[src/rtl/arb2_pkg.sv]
// Shared types and constants for the two-source packet arbiter.
package arb2_pkg;

  typedef enum logic [1:0] {
    IDLE  = 2'b00,
    GNT_A = 2'b01,
    GNT_B = 2'b10
  } arb2_state_t;

  localparam logic SRC_A = 1'b0;
  localparam logic SRC_B = 1'b1;

  function automatic logic other_src(input logic src);
    return ~src;
  endfunction

endpackage

[src/rtl/arb2_beat_cnt.sv]
// Beats-in-packet counter with the forced-release (overrun) compare.
module arb2_beat_cnt #(
  parameter int MAX_BEATS = 256
) (
  input  logic clk,
  input  logic rst,
  input  logic i_accept,
  input  logic i_last,
  output logic o_overrun
);

  localparam int W = $clog2(MAX_BEATS + 1);
  localparam logic [W-1:0] LIMIT = W'(MAX_BEATS - 1);

  logic [W-1:0] r_beat_cnt;

  // Only the final permitted beat without last trips the overrun.
  assign o_overrun = i_accept && !i_last && (r_beat_cnt == LIMIT);

  always_ff @(posedge clk or posedge rst) begin
    if (rst) begin
      r_beat_cnt <= '0;
    end else if (i_accept) begin
      if (i_last || o_overrun) r_beat_cnt <= '0;
      else                     r_beat_cnt <= r_beat_cnt + 1'b1;
    end
  end

endmodule

[src/rtl/arb2_sel_ctrl.sv]
// Packet-level round-robin arbiter driving the select pair of a 2:1 data mux.
// Optional per-source packet counters are enabled by defining ARB2_PKT_CNT_EN.
module arb2_sel_ctrl #(
  parameter int MAX_BEATS = 256,
  parameter int CNT_W     = 16
) (
  input  logic             clk,
  input  logic             rst,
  input  logic             a_valid,
  input  logic             a_last,
  output logic             a_ready,
  input  logic             b_valid,
  input  logic             b_last,
  output logic             b_ready,
  output logic             sel1,
  output logic             sel2,
  output logic             out_valid,
  output logic             out_last,
  input  logic             out_ready,
  output logic             err_overrun,
  output logic [CNT_W-1:0] pkt_cnt_a,
  output logic [CNT_W-1:0] pkt_cnt_b
);

  import arb2_pkg::*;

  arb2_state_t r_state;
  logic        r_prio;
  logic        r_err;
  logic        w_x_valid;
  logic        w_x_last;
  logic        w_accept;
  logic        w_overrun;
  logic        w_src;

  always_comb begin
    w_x_valid = 1'b0;
    w_x_last  = 1'b0;
    case (r_state)
      GNT_A: begin
        w_x_valid = a_valid;
        w_x_last  = a_last;
      end
      GNT_B: begin
        w_x_valid = b_valid;
        w_x_last  = b_last;
      end
      default: ;
    endcase
  end

  // Selects decode from the state register only, so they cannot glitch on inputs.
  assign sel1        = (r_state == GNT_A);
  assign sel2        = (r_state == GNT_B);
  assign a_ready     = sel1 & out_ready;
  assign b_ready     = sel2 & out_ready;
  assign out_valid   = w_x_valid;
  assign out_last    = w_x_last;
  assign err_overrun = r_err;
  assign w_accept    = w_x_valid & out_ready;
  assign w_src       = sel2 ? SRC_B : SRC_A;

  arb2_beat_cnt #(
    .MAX_BEATS(MAX_BEATS)
  ) u_beat_cnt (
    .clk      (clk),
    .rst      (rst),
    .i_accept (w_accept),
    .i_last   (w_x_last),
    .o_overrun(w_overrun)
  );

  always_ff @(posedge clk or posedge rst) begin
    if (rst) begin
      r_state <= IDLE;
      r_prio  <= SRC_A;
      r_err   <= 1'b0;
    end else begin
      r_err <= 1'b0;
      case (r_state)
        IDLE: begin
          if (a_valid && (!b_valid || r_prio == SRC_A)) r_state <= GNT_A;
          else if (b_valid)                             r_state <= GNT_B;
        end
        GNT_A, GNT_B: begin
          // Release always passes through IDLE, giving the mux a clean select change.
          if (w_accept && (w_x_last || w_overrun)) begin
            r_state <= IDLE;
            r_prio  <= other_src(w_src);
            r_err   <= w_overrun;
          end
        end
        default: r_state <= IDLE;
      endcase
    end
  end

`ifdef ARB2_PKT_CNT_EN
  logic [CNT_W-1:0] r_cnt_a;
  logic [CNT_W-1:0] r_cnt_b;

  always_ff @(posedge clk or posedge rst) begin
    if (rst) begin
      r_cnt_a <= '0;
      r_cnt_b <= '0;
    end else if (w_accept && w_x_last) begin
      if (w_src == SRC_A) r_cnt_a <= r_cnt_a + 1'b1;
      else                r_cnt_b <= r_cnt_b + 1'b1;
    end
  end

  assign pkt_cnt_a = r_cnt_a;
  assign pkt_cnt_b = r_cnt_b;
`else
  assign pkt_cnt_a = '0;
  assign pkt_cnt_b = '0;
`endif

endmodule

[config.mk]
export PLATFORM = sky130hd
export DESIGN_NAME = arb2_sel_ctrl
export DESIGN_NICKNAME = d
export VERILOG_FILES = /design/src/rtl/arb2_pkg.sv /design/src/rtl/arb2_beat_cnt.sv /design/src/rtl/arb2_sel_ctrl.sv
export SDC_FILE = /design/constraint.sdc
export NUM_CORES = 1
export LEC_CHECK = 0
export CAP_MARGIN = 15
export CORE_ASPECT_RATIO = 1.1
export CORE_MARGIN = 10
export CORE_UTILIZATION = 40
export CTS_CLUSTER_SIZE = 30
export DETAILED_ROUTE_END_ITERATION = 16
export PLACE_DENSITY = 0.78
export SYNTH_ARGS = -nofsm -noshare
export SYNTH_HDL_FRONTEND = slang
export SYNTH_SLANG_ARGS = --single-unit
[constraint.sdc]
create_clock -name clk -period 2.9 [get_ports clk]
set_clock_uncertainty 0.05 [all_clocks]
set_input_delay 0.58 -clock clk [delete_from_list [all_inputs] [get_ports clk]]
set_output_delay 0.58 -clock clk [all_outputs]
set_load 0.05 [all_outputs]
==> impl_metrics.ini <==
[floorplan]
start_util = 0.413
die_x_um = 67.9
rows = 19
io_pins = 46
die_h_um = 72.7
dieArea_sq_um = 4940
core-area_sq_um = 2450

[detailed_routing]
drt_iter0_drc = 12
vias_per_cell = 4.67
detail_route.wl_per_cell_um = 13.5
wl_mm = 2.20
dr.pass1.iters = 4
vias = 761
antenna_left = 0
drc = 0

[yosys]
synth_simple_gate_area_frac = 0.197
synth_compound_area_frac = 0.131
synth-seq-cells = 13
ys_types = 26
ys_seq_area_frac = 0.322
syn_inst = 117
yosysWarningCount = 0
synth_adder_area_share = 0.0619
synth.mux.area_fraction = 0.0198
synth_top_family_by_area = buffers and inverters
synth_xor_area_frac = 0
netlist_area_sq_um = 1010
synth_area_per_cell_sq_um = 8.64

[finish]
nNetsFinal = 145
drive_above_1_share = 0.0606
final_common_cell = conb_1
syn_to_final_growth_pct = 8.04
final_util = 0.446
final_cell_mix = conb_1, dfrtp_1, clkdlybuf4s50_1, nand2_1
diodes = 0

[timing]
slew_violations = 0
rsz0062_at_grt = false
setup_viol = 0
post-route-period-util = 0.857
relSlewSlack = 0.663
min_period_ns = 2.49
fmax_mhz = 402
worstMarginPinSlew_ns = 0.504
setup_tns_ns = 0
hold_viol = 0

[power_and_ir_drop]
power_frac_comb = 0.583
powerDensity_nw_per_um2 = 862
pwr-share-clk = 0.119
p_int_mw = 0.470
p_seq_frac = 0.297
ir_drop_v = 0.000590
p_sw_mw = 0.472
swShare = 0.501
p_leak_nw = 0.540

[global_route]
grt_max_degree = 14
grt_pass1_wl_mm = 3.63
grt_pass1_vias = 838
antenna_found_initial = 0
grt_use_total = 0.0926
grt-ovfl-total = 0

[outcome]
status = finished clean

[critical_path]
required_ns = 2.27
crit_slowest_cell = clkdlybuf4s50_1
cp_top_family = buffers and inverters
crit_type = reg2out
path_cells = inv_1, ha_1, clkdlybuf4s50_1
crit_path_start_kind = register
cp-end-kind = output pin
crit_buf_inv = 2
arrival_ns = 1.86
crit_path_max_fanout = 5
slowest_delay_ns = 0.84

[place]
globalplace.congestion = 0.850
hpwl_mm = 1.80
io_buffer_count = 13

[cts]
htree_levels = 1
clock_sinks = 13
clockRootBuffer = clkbuf_4
cts_buffer_depth = 2
post_cts_resized = 0
cts_tree = built
postCtsHoldBufs = 0
cts.clk_slew.worst_paths_ns = 0.08
post_cts_buffers = 0
numCtsBuffers = 3
insertion_delay_ns = 0.28

[hold_path]
hold_class = reg2reg

[flow_run]
drv_cap = 0
## state kept, by name, summed over array words and instances (netlist names)
name / flops
u_beat_cnt.r_beat_cnt: 9
r_prio: 1
err_overrun: 1
r_state: 2
## metrics by stage
| step | hold slack, ns | setup slack, ns | cell area, sq um | power [mW] | std cells |
|---|---|---|---|---|---|
| 4_1_cts | 0.465 | 0.394 | 1090 | 0.949 | 163 |
| 5_1_grt | 0.504 | 0.334 | 1090 | 1.01 | 163 |
| 3_5_place_dp | 0.445 | 0.582 | 1070 | 0.833 | 159 |
| 6_report | 0.467 | 0.415 | 1090 | 0.942 | 163 |
| 3_3_place_gp | 0.434 | 0.608 | 1070 | 0.815 | 159 |
| 2_1_floorplan | 0.407 | 0.596 | 1130 | 0.722 | 148 |
## metal layers
metal  vias up  track usage  share of wire
met5         -            0              0
met4         0       0.0336          0.015
met3         5       0.0384          0.086
met2        36        0.161           0.51
met1       352       0.0954           0.39
li1        368            -              -
## synthesized netlist by cell type, drive strengths merged
master / n / area share
a22o: 2 / 0.017
nor3b: 2 / 0.015
o21ai: 8 / 0.040
or3: 2 / 0.012
nand2: 8 / 0.030
conb: 1 / 0.0037
a21o: 1 / 0.0074
nand2b: 2 / 0.012
o2bb2ai: 3 / 0.026
nor2: 3 / 0.011
inv: 6 / 0.022
dfrtp: 13 / 0.32
nand3: 7 / 0.040
mux2i: 2 / 0.020
a221o: 1 / 0.0099
and3: 4 / 0.025
ha: 5 / 0.062
nand4: 1 / 0.0062
a31oi: 1 / 0.0062
or4: 2 / 0.015
and2: 5 / 0.031
a21oi: 5 / 0.025
buf: 33 / 0.24
## path summary, 6_finish.rpt
path	startpoint	endpoint	slack [ns]	cells past startpoint
worst min register to register	u_beat_cnt.r_beat_cnt[7]	u_beat_cnt.r_beat_cnt[7]	0.47	1
max in group asynchronous	rst	u_beat_cnt.r_beat_cnt[7]	1.87	2
min in group asynchronous	rst	r_prio	0.59	2
worst max register to register	u_beat_cnt.r_beat_cnt[0]	u_beat_cnt.r_beat_cnt[5]	0.67	7
worst max-delay path	r_state[0]	sel2	0.41	3
worst min-delay path	u_beat_cnt.r_beat_cnt[7]	u_beat_cnt.r_beat_cnt[7]	0.47	1
## cells by family after synthesis
logic type,after synthesis
compound gates,21
fa+ha+maj,5
buf+inv,39
flops,13
mux,2
other cells,1
simple gates,36
## cell type report
cell class	count	area [sq um]
repair buffers	13	145
inverters	6	22.5
clock buffers	4	26.3
fillers	239	1360
multi-input cells	96	534
flip-flops and latches	13	325
well taps	31	38.8
## power by group through the flow
stage	combinational, mW	clock, mW	sequential, mW
floorplan	0.452	0	0.270
global placement	0.535	0	0.280
detailed placement	0.553	0	0.280
CTS	0.554	0.117	0.278
global route	0.602	0.127	0.284
finish	0.549	0.112	0.280
Power figures use the tool's default switching activity.
